--- config.mk ---
export PLATFORM = sky130hd
export DESIGN_NAME = mem_bus_arbiter
export DESIGN_NICKNAME = d
export VERILOG_FILES = /design/src/rtl/mem_bus_arbiter_pkg.sv /design/src/rtl/bus_watchdog.sv /design/src/rtl/mem_bus_arbiter.sv
export SDC_FILE = /design/constraint.sdc
export NUM_CORES = 1
export LEC_CHECK = 0
export ABC_AREA = 1
export BUFFER_PORTS_ARGS = -buffer_cell sky130_fd_sc_hd__buf_2
export CORE_AREA = 2 2 89 91
export CTS_BUF_LIST = sky130_fd_sc_hd__clkbuf_4
export DETAILED_ROUTE_END_ITERATION = 10
export DIE_AREA = 0 0 91 93
export PLACE_DENSITY = 0.9
export SYNTH_ARGS = -nofsm -noshare
export SYNTH_HDL_FRONTEND = slang
export SYNTH_HIERARCHICAL = 1
export SYNTH_SLANG_ARGS = --single-unit
--- constraint.sdc ---
create_clock -name clk -period 3.9 [get_ports clk]
set_input_delay 0.39 -clock clk [delete_from_list [all_inputs] [get_ports clk]]
set_output_delay 0.39 -clock clk [all_outputs]
set_load 0.05 [all_outputs]
--- src/rtl/mem_bus_arbiter_pkg.sv ---
// Shared encodings for the two-cache memory bus: op codes, default widths and arbiter states.
// Used by the cache controllers and by the arbiter itself.
package mem_bus_arbiter_pkg;

    localparam int unsigned DEF_ADDRWIDTH = 16;
    localparam int unsigned DEF_WORDWIDTH = 16;

    localparam logic [1:0] OP_RD   = 2'd0;
    localparam logic [1:0] OP_WT   = 2'd1;
    localparam logic [1:0] OP_IDEL = 2'd2;

    typedef enum logic [1:0] {
        StIdle = 2'd0,
        StBusy = 2'd1,
        StDone = 2'd2
    } arb_state_e;

    // 2'd3 is reserved and behaves like IDEL.
    function automatic logic is_req(input logic [1:0] op);
        return (op == OP_RD) || (op == OP_WT);
    endfunction

endpackage

--- src/rtl/bus_watchdog.sv ---
// Counts BUSY cycles of the arbiter and flags the cycle in which the TIMEOUT-th one is reached.
module bus_watchdog #(
    parameter int unsigned TIMEOUT = 255
) (
    input  logic clk,
    input  logic reset,
    input  logic clear,
    input  logic enable,
    output logic expire
);

    localparam logic [7:0] LIMIT = 8'(TIMEOUT - 1);

    logic [7:0] count_q, count_d;

    assign expire = enable && (count_q == LIMIT);

    always_comb begin
        count_d = count_q;
        if (clear) begin
            count_d = '0;
        end else if (enable && !expire) begin
            count_d = count_q + 8'd1;
        end
    end

    always_ff @(posedge clk) begin
        if (reset) begin
            count_q <= '0;
        end else begin
            count_q <= count_d;
        end
    end

endmodule

--- src/rtl/mem_bus_arbiter.sv ---
// Round-robin arbiter granting two caches access to one shared memory port, with a
// per-transaction watchdog. All outputs are registered.
module mem_bus_arbiter
    import mem_bus_arbiter_pkg::*;
#(
    parameter int unsigned ADDRWIDTH = DEF_ADDRWIDTH,
    parameter int unsigned WORDWIDTH = DEF_WORDWIDTH,
    parameter int unsigned TIMEOUT   = 255
) (
    input  logic                 clk,
    input  logic                 reset,
    input  logic [1:0]           rw0,
    input  logic [1:0]           rw1,
    input  logic [ADDRWIDTH-1:0] addr0,
    input  logic [ADDRWIDTH-1:0] addr1,
    input  logic [WORDWIDTH-1:0] data0,
    input  logic [WORDWIDTH-1:0] data1,
    output logic                 readEn0,
    output logic                 readEn1,
    output logic                 writeDone0,
    output logic                 writeDone1,
    output logic [WORDWIDTH-1:0] dataToCache,
    output logic [ADDRWIDTH-1:0] addrToCache,
    output logic [1:0]           memRw,
    output logic [ADDRWIDTH-1:0] memAddr,
    output logic [WORDWIDTH-1:0] memData,
    input  logic [WORDWIDTH-1:0] memRdData,
    input  logic                 memRdValid,
    input  logic                 memWtDone,
    output logic [1:0]           grant,
    output logic                 busErr
);

    arb_state_e state_q, state_d;

    logic                 ptr_q, ptr_d;
    logic                 owner_q, owner_d;
    logic [1:0]           grant_q, grant_d;
    logic [1:0]           mem_rw_q, mem_rw_d;
    logic [ADDRWIDTH-1:0] mem_addr_q, mem_addr_d;
    logic [WORDWIDTH-1:0] mem_data_q, mem_data_d;
    logic [WORDWIDTH-1:0] data_to_cache_q, data_to_cache_d;
    logic [ADDRWIDTH-1:0] addr_to_cache_q, addr_to_cache_d;
    logic [1:0]           read_en_q, read_en_d;
    logic [1:0]           write_done_q, write_done_d;
    logic                 bus_err_q, bus_err_d;

    logic pend0, pend1, sel_valid, sel_idx;
    logic rd_done, wt_done, complete, expire;

    assign pend0     = (state_q == StIdle) && is_req(rw0);
    assign pend1     = (state_q == StIdle) && is_req(rw1);
    assign sel_valid = pend0 || pend1;
    // Pointer only matters when both are pending.
    assign sel_idx   = (pend0 && pend1) ? ptr_q : pend1;

    // The held memRw doubles as the latched op for the whole of BUSY.
    assign rd_done  = (state_q == StBusy) && (mem_rw_q == OP_RD) && memRdValid;
    assign wt_done  = (state_q == StBusy) && (mem_rw_q == OP_WT) && memWtDone;
    assign complete = rd_done || wt_done;

    bus_watchdog #(
        .TIMEOUT(TIMEOUT)
    ) u_bus_watchdog (
        .clk   (clk),
        .reset (reset),
        .clear (sel_valid),
        .enable(state_q == StBusy),
        .expire(expire)
    );

    always_ff @(posedge clk) begin
        if (reset) begin
            state_q <= StIdle;
        end else begin
            state_q <= state_d;
        end
    end

    always_comb begin
        state_d = state_q;
        unique case (state_q)
            StIdle: if (sel_valid) state_d = StBusy;
            StBusy: begin
                if (complete) begin
                    state_d = StDone;
                end else if (expire) begin
                    state_d = StIdle;
                end
            end
            StDone: state_d = StIdle;
            default: state_d = StIdle;
        endcase
    end

    always_comb begin
        ptr_d           = ptr_q;
        owner_d         = owner_q;
        grant_d         = grant_q;
        mem_rw_d        = mem_rw_q;
        mem_addr_d      = mem_addr_q;
        mem_data_d      = mem_data_q;
        data_to_cache_d = data_to_cache_q;
        addr_to_cache_d = addr_to_cache_q;
        read_en_d       = 2'b00;
        write_done_d    = 2'b00;
        bus_err_d       = 1'b0;
        unique case (state_q)
            StIdle: begin
                if (sel_valid) begin
                    owner_d    = sel_idx;
                    grant_d    = sel_idx ? 2'b10 : 2'b01;
                    mem_rw_d   = sel_idx ? rw1 : rw0;
                    mem_addr_d = sel_idx ? addr1 : addr0;
                    mem_data_d = sel_idx ? data1 : data0;
                end
            end
            StBusy: begin
                if (complete) begin
                    mem_rw_d        = OP_IDEL;
                    addr_to_cache_d = mem_addr_q;
                    if (rd_done) begin
                        data_to_cache_d    = memRdData;
                        read_en_d[owner_q] = 1'b1;
                    end else begin
                        write_done_d[owner_q] = 1'b1;
                    end
                end else if (expire) begin
                    bus_err_d = 1'b1;
                    mem_rw_d  = OP_IDEL;
                    grant_d   = 2'b00;
                    ptr_d     = ~owner_q;
                end
            end
            StDone: begin
                grant_d = 2'b00;
                ptr_d   = ~owner_q;
            end
            default: ;
        endcase
    end

    always_ff @(posedge clk) begin
        if (reset) begin
            ptr_q           <= 1'b0;
            owner_q         <= 1'b0;
            grant_q         <= 2'b00;
            mem_rw_q        <= OP_IDEL;
            mem_addr_q      <= '0;
            mem_data_q      <= '0;
            data_to_cache_q <= '0;
            addr_to_cache_q <= '0;
            read_en_q       <= 2'b00;
            write_done_q    <= 2'b00;
            bus_err_q       <= 1'b0;
        end else begin
            ptr_q           <= ptr_d;
            owner_q         <= owner_d;
            grant_q         <= grant_d;
            mem_rw_q        <= mem_rw_d;
            mem_addr_q      <= mem_addr_d;
            mem_data_q      <= mem_data_d;
            data_to_cache_q <= data_to_cache_d;
            addr_to_cache_q <= addr_to_cache_d;
            read_en_q       <= read_en_d;
            write_done_q    <= write_done_d;
            bus_err_q       <= bus_err_d;
        end
    end

    assign readEn0     = read_en_q[0];
    assign readEn1     = read_en_q[1];
    assign writeDone0  = write_done_q[0];
    assign writeDone1  = write_done_q[1];
    assign dataToCache = data_to_cache_q;
    assign addrToCache = addr_to_cache_q;
    assign memRw       = mem_rw_q;
    assign memAddr     = mem_addr_q;
    assign memData     = mem_data_q;
    assign grant       = grant_q;
    assign busErr      = bus_err_q;

endmodule

After elaboration in Yosys (flattened, before gate mapping)
Index checks and enable logic that the tools add are counted.

$add $sub $neg: 1. $lt $le $gt $ge: 2. Equal/unequal tests: 10. Mux-type cells: 22. Bitwise logic cells: 4. Reductions and logical operators: 33.

Operators with widths (count): 16-bit two-way mux (2); 2-bit two-way mux (10); 1-bit logical AND (10); 3-bit AND reduction (3); 8-bit by 1-bit adder with 8-bit output (second input constant) (1); 2-bit by 1-bit equality test with 1-bit output (second input constant) (4); 8-bit equality test (second input constant) (1); 2-bit logical NOT (4); 2-bit one-hot mux with 2 select lines (2); 4-bit OR reduction (2); 2-bit inequality test (second input constant) (3); 2-bit one-hot mux with 3 select lines (1); 2-bit AND reduction (3); 1-bit two-way mux (5); 1-bit logical OR (4); 1-bit inverter (4); 4-bit AND reduction (1); 2-bit nonzero test (2); 3-bit inequality test (second input constant) (1); 3-bit nonzero test (1); 3-bit OR reduction (1); 2-bit equality test (second input constant) (1); 1-bit by 2-bit < comparator with 1-bit output (second input constant) (1); 1-bit one-hot mux with 2 select lines (1); 4 further kinds (4).

Register bits: 85. Logic and storage cells: 85.

Longest topological paths before layout
Depth after elaboration: 8. Depth in mapped cells: 13. Gate-level depth less buffers: 13.

Hierarchy
The synthesis kept the hierarchy.

By module, submodules not included: mem_bus_arbiter (times used 1, cells each 520, area an instance 3435.8 um2, seq. area each 1541.5 um2); bus_watchdog (times used 1, cells each 70, area an instance 481.7 um2, seq. area each 160.2 um2).

Worst setup path after synthesis
No wires, ideal clock.

Path type: flip-flop to flip-flop. Start: register state_q[1]. End: register grant_q[0], in the netlist grant[0]. Data arrival time: 1.503 ns. Setup slack: 2.282 ns. Cell stages (with the launch flop): 12. Buffers on the path: 0. Clock period less this slack: 1.618 ns. Cells stage by stage: dfxtp_1 inv_1 ha_1 inv_1 nor2_1 inv_1 nand2_1 nand3_1 nor2_1 nand2_1 nand2_1 nor2_1.

Elaborated cells between the ends (all ways): 22. Those cells by class: eq/ne: 5; mux: 4; reduce/logical: 13.

RTL lines: start, declared (line mem_bus_arbiter.sv:34) `arb_state_e state_q, state_d;`; start signal, assigned (line mem_bus_arbiter.sv:74) `state_q <= StIdle;`; start signal, assigned (line mem_bus_arbiter.sv:76) `state_q <= state_d;`; 2-bit by 1-bit equality test with 1-bit output (line mem_bus_arbiter.sv:68) `.enable(state_q == StBusy),`; 1-bit logical AND (line bus_watchdog.sv:16) `assign expire = enable && (count_q == LIMIT);`; named net expire (line mem_bus_arbiter.sv:49) `logic rd_done, wt_done, complete, expire;`; 2-bit inequality test (no line); 4-bit AND reduction (no line); end signal, assigned (line mem_bus_arbiter.sv:159) `grant_q <= grant_d;`; end, declared (line mem_bus_arbiter.sv:38) `logic [1:0] grant_q, grant_d;`.

The timed path passes the listed nets, and every way through them passes these cells. The select of a mux whose other input is x is not followed. A chain may end at the register's enable or synchronous reset.

Worst setup path after layout
Start: register state_q[1]. End: register grant_q[1], in the netlist grant[1].

Word-level cells in the longest chain between the ends: 7. Elaborated cells between the ends (all ways): 22. Those cells by class: eq/ne: 5; mux: 4; reduce/logical: 13.

RTL lines: 2-bit logical NOT (line mem_bus_arbiter.sv:51, mem_bus_arbiter.sv:52, mem_bus_arbiter.sv:108); 1-bit logical AND (on tied branches) (line mem_bus_arbiter.sv:51, mem_bus_arbiter.sv:52); 1-bit logical AND (line mem_bus_arbiter.sv:55) `assign sel_idx = (pend0 && pend1) ? ptr_q : pend1;`; 1-bit two-way mux (line mem_bus_arbiter.sv:55); 2-bit two-way mux (line mem_bus_arbiter.sv:112) `grant_d = sel_idx ? 2'b10 : 2'b01;`; 2-bit two-way mux (line mem_bus_arbiter.sv:110) `if (sel_valid) begin`; 2-bit one-hot mux with 3 select lines (line mem_bus_arbiter.sv:108) `unique case (state_q)`.

Several ways; a longest one is shown, not always the timed one. The select of a mux whose other input is x is not followed.

==> run_results.csv <==
group,metric,value,unit
die,pin_count,161,
place,dp_hpwl,7.27,mm
detailed_routing,vias,4024,
die,row_count,32,
clock_tree,cts_resized,0,
critical_path,worst_ep_arrival_time,2820,ps
synth,synth_area,3920,um^2
sta,hold_violations,0,
synth,synth_cell_type_count,26,
detailed_routing,detail-route-antenna-nets,0,
run_status,status,"finished, final reports clean",
critical_path,critPathLaunchType,"flop",
clock_tree,clk_path_buf_depth,2,
layout,final_nets,831,
detailed_routing,drc,0,
clock_tree,insertion_delay,430,ps
die,core,7530,um^2
critical_path,cp-end-kind,"flop",
sta,finalMaxSlewViolations,0,
clock_tree,post-cts-setup-buffers,0,
sta,tns,0,ps
grt,grt_pass1_vias,3682,
layout,antenna_cells,0,
sta,slew-limit-headroom,0.302,
grt,grt_max_degree,66,
clock_tree,tritoncts,"yes",
synth,syn_nets,685,
layout,layoutNonFillerInstCount,843,
critical_path,crit_type,"flop to flop",
sta,period_share,0.632,
synth,yosysWarnings,6,
clock_tree,cts_max_level,3,
die,die_h,93,um
flow_run,maxCapViolCount,0,
clock_tree,root_buffer,"clkbuf_4",
synth,synth_area_leaders,"dfxtp_1, nand2_1, nor2_1, inv_1, nand3_1",
grt,grt_pass1_wl,16.3,mm
clock_tree,cts_buffers,9,
power_and_ir_drop,peakVddDrop,0.423,mV
detailed_routing,drtPass1Iterations,4,
hold_path,hp-class,"input pin to flop",
place,place_congestion,0.852,
die,die_x,91,um
grt,track_usage,0.237,
clock_tree,hold_buffers,0,
power_and_ir_drop,leakage,2.74,nW
synth,yosys.area.top_type_share,0.434,
clock_tree,clkSlewWorstSetupHoldPaths,140,ps
critical_path,r2r_slack,1430,ps
place,place_inst,827,
synth,ys_seq_area_frac,0.434,
synth,syn_avg_cell_area,6.64,um^2
grt,overflow,0,
sta,rsz0062_at_grt,"false",
synth,yosysTopAreaCell,"dfxtp_1",
sta,clock-skew-final,28.3,ps
layout,drive_gt1_frac,0.265,
place,pre_cts_ws,1470,ps
critical_path,worstPathRequired,4250,ps
die,initial_core_util,0.520,
sta,fmax,406,MHz
sta,setup_slack,1430,ps
place,io_buffers,160,
sta,setup_viol,0,
sta,period_minus_slack,2470,ps
detailed_routing,wl_per_cell,11.9,um
grt,antenna_found_initial,0,
synth,syn_inst,590,
clock_tree,cts.sinks,85,
power_and_ir_drop,power_density,693,nW/um^2
detailed_routing,via_per_inst,4.77,
detailed_routing,first_iter_violations,144,
critical_path,worstPathMaxFanout,35,
die,die_area,8460,um^2
layout,area_growth,23.7,%
sta,worst_pin_slew,1050,ps
detailed_routing,drt-total-wl,10.0,mm
synth,ys_ff_latch,85,
## cell usage after synthesis, drive strengths merged
cell,instances
xor2,1
nand3,42
ha,7
xnor2,2
buf,15
dfxtp,85
nor4,1
nor3,4
a21oi,21
nor2,131
inv,77
nand2,154
clkbuf,11
nand4,3
o21ai,36
## kinds of logic after synthesis
group | Yosys count | synth area share
and+or+nand+nor | 335 | 0.352
xor gates and xnor gates | 3 | 0.00671
adders and majority gates | 7 | 0.0224
AOI/OAI and AO/OA | 57 | 0.0738
DFF | 85 | 0.434
buffers and inverters | 103 | 0.111
## worst max-delay path, stage by stage, from the launching register on
cell and delay, ps:
dfxtp_1 350, inv_1 120, ha_1 420, nand2_1 90, inv_1 90, nand3_2 430, nand2_2 470, nor2_1 150
nand2_1 80, nand2_1 50, nor2_1 140
## placed cells by master (no fill, tap or decap), types with 2 or more instances in the layout
master / n
buf_2: 160
nand2_1: 144
nor2_1: 129
dfxtp_1: 85
inv_1: 72
nand3_1: 40
o21ai_0: 30
a21oi_1: 21
clkbuf_4: 11
nand2_2: 8
ha_1: 7
o21ai_1: 5
inv_2: 4
nor3_1: 4
nand4_1: 3
nand3_2: 2
clkinv_2: 2
nand2_4: 2
xnor2_1: 2
## per-layer routing
metal | global-route usage | share of wire | vias to the layer above
met5 | 0 | 0 | -
met4 | 0.0997 | 0.020 | 0
met3 | 0.0580 | 0.069 | 17
met2 | 0.419 | 0.49 | 148
met1 | 0.273 | 0.42 | 1769
li1 | - | - | 2090
## worst paths after layout
path | cells past startpoint | from | end
hold reg to reg | 2 | dataToCache[11] | dataToCache[11]
setup reg to reg | 10 | state_q[1] | grant[1]
hold / removal | 5 | addr1[1] | memAddr[1]
setup / recovery | 10 | state_q[1] | grant[1]
## state kept, by name (all words and copies together), names as in the netlist, 8 cells and up
register,count
addrToCache,16
dataToCache,16
memAddr,16
memData,16
u_bus_watchdog/count_q,8
## report_power, final
| part | switching (mW) | internal [mW] | leakage (nW) |
|---|---|---|---|
| Clock | 0.289 | 0.206 | 0.0743 |
| Sequential | 0.121 | 1.05 | 0.695 |
| Combinational | 1.26 | 0.435 | 1.97 |
## area by class of cell
| class | count | area [um^2] |
|---|---|---|
| Fill cell | 716 | 2680 |
| Multi-Input combinational cell | 402 | 1780 |
| Sequential cell | 85 | 1700 |
| Timing Repair Buffer | 161 | 808 |
| Inverter | 77 | 292 |
| Tap cell | 102 | 128 |
| Clock buffer | 11 | 82.6 |
| Clock inverter | 5 | 51.3 |
## stage by stage
step	total power, mW	utilization	hold slack [ps]	area (um^2)
4_1_cts	3.37	0.644	218	4850
5_1_grt	3.61	0.644	220	4850
3_5_place_dp	2.88	0.626	440	4710
6_report	3.36	0.644	235	4850
3_3_place_gp	2.83	0.626	430	4710
2_1_floorplan	2.55	-	448	3920
No activity file was read; power rests on OpenSTA's default activity.
